**src/rtl/sram_1rw1r_ctrl.sv**
```systemverilog
// Valid/ready front end for a 1rw1r SRAM macro: channel A read/write on port 0, channel B read on port 1.
// Optional macro SRAM_RAW_FWD_EN forwards same-cycle A-write data to a B read instead of stalling B.
module sram_1rw1r_ctrl #(
    parameter int unsigned ADDR_WIDTH = 13,
    parameter int unsigned DATA_WIDTH = 32,
    parameter int unsigned RSP_DEPTH  = 2
) (
    input  logic                    clk,
    input  logic                    rst,

    input  logic                    a_req_valid,
    output logic                    a_req_ready,
    input  logic                    a_req_we,
    input  logic [ADDR_WIDTH-1:0]   a_req_addr,
    input  logic [DATA_WIDTH/8-1:0] a_req_wmask,
    input  logic [DATA_WIDTH-1:0]   a_req_wdata,
    output logic                    a_rsp_valid,
    input  logic                    a_rsp_ready,
    output logic [DATA_WIDTH-1:0]   a_rsp_rdata,

    input  logic                    b_req_valid,
    output logic                    b_req_ready,
    input  logic [ADDR_WIDTH-1:0]   b_req_addr,
    output logic                    b_rsp_valid,
    input  logic                    b_rsp_ready,
    output logic [DATA_WIDTH-1:0]   b_rsp_rdata,

    output logic                    sram_csb0,
    output logic                    sram_web0,
    output logic [DATA_WIDTH/8-1:0] sram_wmask0,
    output logic [ADDR_WIDTH-1:0]   sram_addr0,
    output logic [DATA_WIDTH-1:0]   sram_din0,
    input  logic [DATA_WIDTH-1:0]   sram_dout0,
    output logic                    sram_csb1,
    output logic [ADDR_WIDTH-1:0]   sram_addr1,
    input  logic [DATA_WIDTH-1:0]   sram_dout1
);

    localparam int unsigned NUM_LANES = DATA_WIDTH / 8;
    localparam int unsigned PTR_W     = $clog2(RSP_DEPTH);
    localparam int unsigned CNT_W     = $clog2(RSP_DEPTH + 1);
    localparam int unsigned USED_W    = CNT_W + 1;

    // ------------------------------------------------------------------
    // Channel A state
    // ------------------------------------------------------------------
    logic [DATA_WIDTH-1:0] a_buf_q [RSP_DEPTH];
    logic [PTR_W-1:0]      a_wptr_q, a_rptr_q;
    logic [CNT_W-1:0]      a_cnt_q, a_cnt_d;
    logic                  a_inflight_q;
    logic [USED_W-1:0]     a_used;
    logic                  a_acc, a_rd_acc, a_push, a_pop;

    // ------------------------------------------------------------------
    // Channel B state
    // ------------------------------------------------------------------
    logic [DATA_WIDTH-1:0] b_buf_q [RSP_DEPTH];
    logic [PTR_W-1:0]      b_wptr_q, b_rptr_q;
    logic [CNT_W-1:0]      b_cnt_q, b_cnt_d;
    logic                  b_inflight_q;
    logic [USED_W-1:0]     b_used;
    logic                  b_credit, b_acc, b_push, b_pop;
    logic [DATA_WIDTH-1:0] b_push_data;

    logic                  raw_hit;

    // Credit counts both buffered words and the read whose data lands next edge.
    assign a_used      = USED_W'(a_cnt_q) + USED_W'(a_inflight_q);
    assign b_used      = USED_W'(b_cnt_q) + USED_W'(b_inflight_q);
    assign a_req_ready = ~rst & (a_used < USED_W'(RSP_DEPTH));
    assign b_credit    = ~rst & (b_used < USED_W'(RSP_DEPTH));

    assign a_acc    = a_req_valid & a_req_ready;
    assign a_rd_acc = a_acc & ~a_req_we;
    assign b_acc    = b_req_valid & b_req_ready;

    assign raw_hit  = a_acc & a_req_we & b_req_valid & (a_req_addr == b_req_addr);

    assign a_push      = a_inflight_q;
    assign a_rsp_valid = (a_cnt_q != '0);
    assign a_pop       = a_rsp_valid & a_rsp_ready;
    assign a_rsp_rdata = a_buf_q[a_rptr_q];

    assign b_push      = b_inflight_q;
    assign b_rsp_valid = (b_cnt_q != '0);
    assign b_pop       = b_rsp_valid & b_rsp_ready;
    assign b_rsp_rdata = b_buf_q[b_rptr_q];

    // ------------------------------------------------------------------
    // Macro drive
    // ------------------------------------------------------------------
    assign sram_csb0   = ~a_acc;
    assign sram_web0   = ~a_req_we;
    assign sram_wmask0 = a_req_wmask;
    assign sram_addr0  = a_req_addr;
    assign sram_din0   = a_req_wdata;
    assign sram_csb1   = ~b_acc;
    assign sram_addr1  = b_req_addr;

`ifdef SRAM_RAW_FWD_EN
    logic                  fwd_q;
    logic [DATA_WIDTH-1:0] fwd_wdata_q;
    logic [NUM_LANES-1:0]  fwd_wmask_q;

    assign b_req_ready = b_credit;

    always_ff @(posedge clk or posedge rst) begin
        if (rst) begin
            fwd_q       <= 1'b0;
            fwd_wdata_q <= '0;
            fwd_wmask_q <= '0;
        end else begin
            fwd_q <= raw_hit & b_acc;
            if (raw_hit & b_acc) begin
                fwd_wdata_q <= a_req_wdata;
                fwd_wmask_q <= a_req_wmask;
            end
        end
    end

    // The macro may return pre-write data for the hazard read; patch in written lanes.
    always_comb begin
        b_push_data = sram_dout1;
        if (fwd_q) begin
            for (int i = 0; i < NUM_LANES; i++) begin
                if (fwd_wmask_q[i]) begin
                    b_push_data[8*i +: 8] = fwd_wdata_q[8*i +: 8];
                end
            end
        end
    end
`else
    // Stall B for one cycle so it reads after the write has landed.
    assign b_req_ready = b_credit & ~raw_hit;
    assign b_push_data = sram_dout1;
`endif

    // ------------------------------------------------------------------
    // Count next-state
    // ------------------------------------------------------------------
    always_comb begin
        a_cnt_d = a_cnt_q;
        case ({a_push, a_pop})
            2'b10:   a_cnt_d = a_cnt_q + CNT_W'(1);
            2'b01:   a_cnt_d = a_cnt_q - CNT_W'(1);
            default: a_cnt_d = a_cnt_q;
        endcase
    end

    always_comb begin
        b_cnt_d = b_cnt_q;
        case ({b_push, b_pop})
            2'b10:   b_cnt_d = b_cnt_q + CNT_W'(1);
            2'b01:   b_cnt_d = b_cnt_q - CNT_W'(1);
            default: b_cnt_d = b_cnt_q;
        endcase
    end

    // ------------------------------------------------------------------
    // Channel A response buffer
    // ------------------------------------------------------------------
    always_ff @(posedge clk or posedge rst) begin
        if (rst) begin
            a_cnt_q      <= '0;
            a_wptr_q     <= '0;
            a_rptr_q     <= '0;
            a_inflight_q <= 1'b0;
            for (int i = 0; i < RSP_DEPTH; i++) begin
                a_buf_q[i] <= '0;
            end
        end else begin
            a_inflight_q <= a_rd_acc;
            a_cnt_q      <= a_cnt_d;
            if (a_push) begin
                a_buf_q[a_wptr_q] <= sram_dout0;
                a_wptr_q          <= a_wptr_q + PTR_W'(1);
            end
            if (a_pop) begin
                a_rptr_q <= a_rptr_q + PTR_W'(1);
            end
        end
    end

    // ------------------------------------------------------------------
    // Channel B response buffer
    // ------------------------------------------------------------------
    always_ff @(posedge clk or posedge rst) begin
        if (rst) begin
            b_cnt_q      <= '0;
            b_wptr_q     <= '0;
            b_rptr_q     <= '0;
            b_inflight_q <= 1'b0;
            for (int i = 0; i < RSP_DEPTH; i++) begin
                b_buf_q[i] <= '0;
            end
        end else begin
            b_inflight_q <= b_acc;
            b_cnt_q      <= b_cnt_d;
            if (b_push) begin
                b_buf_q[b_wptr_q] <= b_push_data;
                b_wptr_q          <= b_wptr_q + PTR_W'(1);
            end
            if (b_pop) begin
                b_rptr_q <= b_rptr_q + PTR_W'(1);
            end
        end
    end

endmodule
```
**config.mk**
```make
export PLATFORM = sky130hd
export DESIGN_NAME = sram_1rw1r_ctrl
export DESIGN_NICKNAME = d
export VERILOG_FILES = /design/src/rtl/sram_1rw1r_ctrl.sv
export SDC_FILE = /design/constraint.sdc
export NUM_CORES = 1
export LEC_CHECK = 0
export CORE_ASPECT_RATIO = 0.6
export CORE_MARGIN = 3
export CORE_UTILIZATION = 44
export CTS_CLUSTER_DIAMETER = 30
export DETAILED_ROUTE_END_ITERATION = 8
export PLACE_DENSITY = 0.81
export SLEW_MARGIN = 20
export SYNTH_ARGS = -nofsm -noshare
export SYNTH_HDL_FRONTEND = slang
export SYNTH_SLANG_ARGS = --single-unit
```
**constraint.sdc**
```tcl
create_clock -name clk -period 4.5 [get_ports clk]
set_input_delay 0.45 -clock clk [delete_from_list [all_inputs] [get_ports clk]]
set_output_delay 0.45 -clock clk [all_outputs]
set_load 0.005 [all_outputs]
```
# Yosys cells after proc, flatten, opt, wreduce, memory -nomap -nowiden
# Cells that the tools add are included.
dict set report totals {
  register_bits 138
  out_inout_bits 133
}
dict set report classes {
  n_mux 14
  add_sub_neg 10
  n_bitwise 20
  eq_ne 5
  n_reduce_logical 6
  magnitude_cmp 8
}
# operator n
set ops {}
lappend ops {{$mux W32} 8}
lappend ops {{$bwmux W64} 2}
lappend ops {{$demux W32 S1} 2}
lappend ops {{$eq A13 B13 Y1} 1}
lappend ops {{$and A1 B1 Y1} 11}
lappend ops {{$ge A2 B2 Y1 const B} 4}
lappend ops {{$not A1 Y2} 4}
lappend ops {{$pmux W2 S2} 2}
lappend ops {{$reduce_bool A2 Y1} 4}
lappend ops {{$add A2 B1 Y3} 2}
lappend ops {{$lt A3 B2 Y1 const B} 2}
lappend ops {{$not A1 Y1} 5}
lappend ops {{$add A1 B1 Y1 const B} 4}
lappend ops {{$add A2 B1 Y2 const B} 2}
lappend ops {{$eq A2 B1 Y1 const B} 2}
lappend ops {{$eq A2 B2 Y1 const B} 2}
lappend ops {{$lt A2 B1 Y1 const B} 2}
lappend ops {{$sub A2 B1 Y2 const B} 2}
lappend ops {{$logic_and A1 B1 Y1} 2}

# Longest topological paths before layout
dict set report logic_depth {
  ltp_word 11
  mapped_depth 6
}

# Least setup slack after synthesis
# OpenSTA, ideal clock, no wires.
dict set report synth_path {
  path_kind {input-to-output}
  startpoint {in b_req_addr[10]}
  endpoint {out sram_csb1}
  path_stages 4
  required_ns 4.050
  path_buffers 0
  arrival_time_ns 1.529
  setup_slack_ns 2.521
  cell_sequence {xor2_1 -> or4_4 -> nor4_4 -> or2_1}
}
dict set report synth_between {
  elab_chain_len 6
}
# item line
set synth_rtl {}
lappend synth_rtl {{start, declared} 23} ;# input logic [ADDR_WIDTH-1:0] b_req_addr,
lappend synth_rtl {{$eq A13 B13 Y1} 77} ;# assign raw_hit = a_acc & a_req_we & b_req_valid & (a_req_addr == b_req_addr);
lappend synth_rtl {{$and A1 B1 Y1} 77}
lappend synth_rtl {{$not A1 Y1} 134} ;# assign b_req_ready = b_credit & ~raw_hit;
lappend synth_rtl {{$and A1 B1 Y1} 134}
lappend synth_rtl {{$and A1 B1 Y1} 75} ;# assign b_acc = b_req_valid & b_req_ready;
lappend synth_rtl {{$not A1 Y1} 97} ;# assign sram_csb1 = ~b_acc;
lappend synth_rtl {{end, declared} 34} ;# output logic sram_csb1,
# Every way passes these cells.

# Final worst setup path
# Ends and elaborated chain as after synthesis.

==> out/qor.csv <==
stage;metric;value;unit
run_status;outcome;complete, no violations;
finish;fillers;1061;
min_path;whs_path_depth;1;
worst_setup_path;path_cells;clkdlybuf4s50_1, xor2_1, or4_4, nor4_4, or2_1, clkdlybuf4s50_1;
sta;final-setup-viol-count;0;
sta;tightestPinTransition;874.2;ps
synth;yosysSeqAreaShare;0.5240;
min_path;hold_path_class;flip-flop to flip-flop;
cts;htree_levels;4;
worst_setup_path;path_class;input pin to output pin;
worst_setup_path;critPathSlowestCell;or4_4;
route;avgViaCountPerCell;5.004;
worst_setup_path;cpMostUsedCell;clkdlybuf4s50_1;
power_and_ir_drop;power_density;710.9;nW/um^2
synth;async_flop_share;1.000;
finish;final_common_cell;clkdlybuf4s50_1;
route;wl_per_cell;18.77;um
finish;final_cell_mix;193 x clkdlybuf4s50_1, 152 x mux2_2, 138 x dfrtp_1;
global_routing;globalRouteOverflowTotal;0;
worst_setup_path;start_kind;input pin;
placement;portBuffers;193;
worst_setup_path;timing.rr.start;b_inflight_q;
floorplan;die_y;100.8;um
placement;hpwlAfterDp;10.96;mm
cts;root_buffer;clkbuf_16;
placement;gp_congestion;0.7905;
worst_setup_path;worstReg2RegEnd;b_buf_q[6];
route;antenna_left;0;
worst_setup_path;cp_top_family;simple AND/OR/NAND/NOR gates;
route;wirelength;15.13;mm
cts;cts_resized;0;
sta;rsz0062_at_grt;false;
finish;area_growth;34.57;%
synth;synth_edf_count;0;
cts;tritoncts;yes;
sta;final_max_slew_viol_count;0;
cts;clockBufferDepth;2;
finish;drive_gt1_frac;0.3208;
min_path;hold_path_end;a_rptr_q;
cts;cts.sinks;138;
cts;clk_latency;410;ps
route;dr.pass1.iters;4;
worst_setup_path;crit_arrival;2550;ps
finish;multiInputGateArea;2561;sq um
worst_setup_path;cp_num_buf_inv;2;
synth;syn-num-nets;602;
worst_setup_path;ff2ff_setup_slack;2690;ps
synth;netlist_instances;467;
global_routing;grt_usage;0.1906;
job;maxCapViolations;0;
route;drcViolationCount;0;
route;detail_route.iter0.violations;141;
floorplan;die_w;164.0;um
floorplan;start_util;0.4667;
power_and_ir_drop;peakVddDrop;0.3036;mV
floorplan;core_region_area;14120;sq um
power_and_ir_drop;power.leakage;3.641;nW
synth;syn_area_per_cell;14.11;sq um
sta;fin_skew;12.66;ps
sta;slew_headroom;0.4172;
sta;hold_violations;0;
worst_setup_path;max_stage_delay;520;ps
worst_setup_path;worst_setup_path_end_kind;output pin;
synth;yosys_warnings;0;
sta;whs;465.2;ps
cts;ctsHoldBuffers;0;
cts;clkSlewWorstSetupHoldPaths;60;ps
sta;fmax;0.3332;GHz
floorplan;boundaryPins;266;
synth;yosys_most_used_dff;dfrtp_1;
sta;finalCritPeriodShare;0.6670;
power_and_ir_drop;power;6.305;mW
floorplan;dieArea;16530;sq um
global_routing;grt_max_degree;122;
synth;synth_area;6590;sq um
finish;register_area;3453;sq um
sta;period_minus_slack;3002;ps
worst_setup_path;crit_required;4050;ps
route;routed-via-count;4033;
synth;synthDistinctLibCells;23;
global_routing;antenna_found_initial;0;
finish;diodes;0;
worst_setup_path;crit_fanout;3;
worst_setup_path;reg2regPathDepth;3;
global_routing;grt_pass1_vias;4440;
sta;fin_tns_setup;0;ps
min_path;min_from;a_rptr_q;
synth;ys_ff_latch;138;
floorplan;rows;33;
cts;cts_inserted_buffers;17;
global_routing;grt_pass1_wl;24.18;mm
cts;cts_setup_buffers;0;
finish;nNetsFinal;736;
==> report_power, final <==
group          internal, mW  leakage, nW  switching [mW]
clock network         0.887        0.296           0.553
registers              1.87         1.61           0.318
logic                  1.77         1.73           0.900
total                  4.53         3.64            1.77
==> through the flow <==
step | instance area, sq um | util | instances | setup WS, ps
after global placement | 8252 | 0.5844 | 774 | 1547
after global routing | 8869 | 0.6280 | 806 | 1394
final | 8869 | 0.6280 | 806 | 1498
after floorplan | 6590 | - | 467 | 353.8
after CTS | 8866 | 0.6279 | 806 | 1493
after detailed placement | 8252 | 0.5844 | 774 | 1505
==> flip-flops by register name, indices dropped and copies added, names as in the netlist <==
name          cells
a_buf_q          64
b_buf_q          64
a_cnt_q           2
b_cnt_q           2
a_inflight_q      1
a_rptr_q          1
a_wptr_q          1
b_inflight_q      1
b_rptr_q          1
b_wptr_q          1
==> layer usage <==
layer  wire (um)  track usage  share of wire
met1        6683       0.2489           0.44
met2        7153       0.3070           0.47
met3        1193      0.06979          0.079
met4          99      0.04224         0.0065
met5           0            0              0
==> cells by family after synthesis <==
kind of cell / share of synthesized area
multiplexers: 0.3281
flip-flops: 0.5240
buffers and inverters: 0.08772
XOR/XNOR: 0.03057
AND/OR/NAND/NOR: 0.02278
AO/OA/AOI/OAI: 0.003038
adder cells (fa/ha/maj): 0.003797
==> worst reg2reg max path, stage by stage, from the launching register on <==
cell and delay (ps):
dfrtp_1 440, nand2_1 460, buf_4 420, mux2_2 390
==> cells in the mapped netlist, types with 4 or more instances <==
library cell	count	area [sq um]
nand2_1	5	18.77
mux2_1	40	450.4
inv_1	4	15.01
mux2_2	152	1712
buf_2	12	60.06
dfrtp_1	138	3453
xor2_1	9	78.83
buf_4	62	465.5
nor2_1	4	15.01
xnor2_1	14	122.6
clkbuf_1	10	37.54
==> how the worst max path moves through the flow <==
stage / depth (start not counted) / slack, ps / from / end
after floorplan: 1 / 350 / rst / a_buf_q[0]
after global placement: 6 / 1550 / b_req_addr[10] / sram_csb1
after detailed placement: 6 / 1510 / b_req_addr[10] / sram_csb1
after CTS: 6 / 1490 / b_req_addr[10] / sram_csb1
after global routing: 6 / 1390 / b_req_addr[10] / sram_csb1
final: 6 / 1500 / b_req_addr[10] / sram_csb1
==> final cells by class <==
| cell class | count | share of cell area |
|---|---|---|
| inverters | 4 | 0.002540 |
| clock inverters | 14 | 0.02088 |
| multi-input cells | 241 | 0.2888 |
| clock buffers | 18 | 0.04839 |
| repair buffers | 199 | 0.2229 |
| well taps | 192 | 0.02709 |
| flip-flops and latches | 138 | 0.3894 |
No activity file was read; power rests on OpenSTA's default activity.
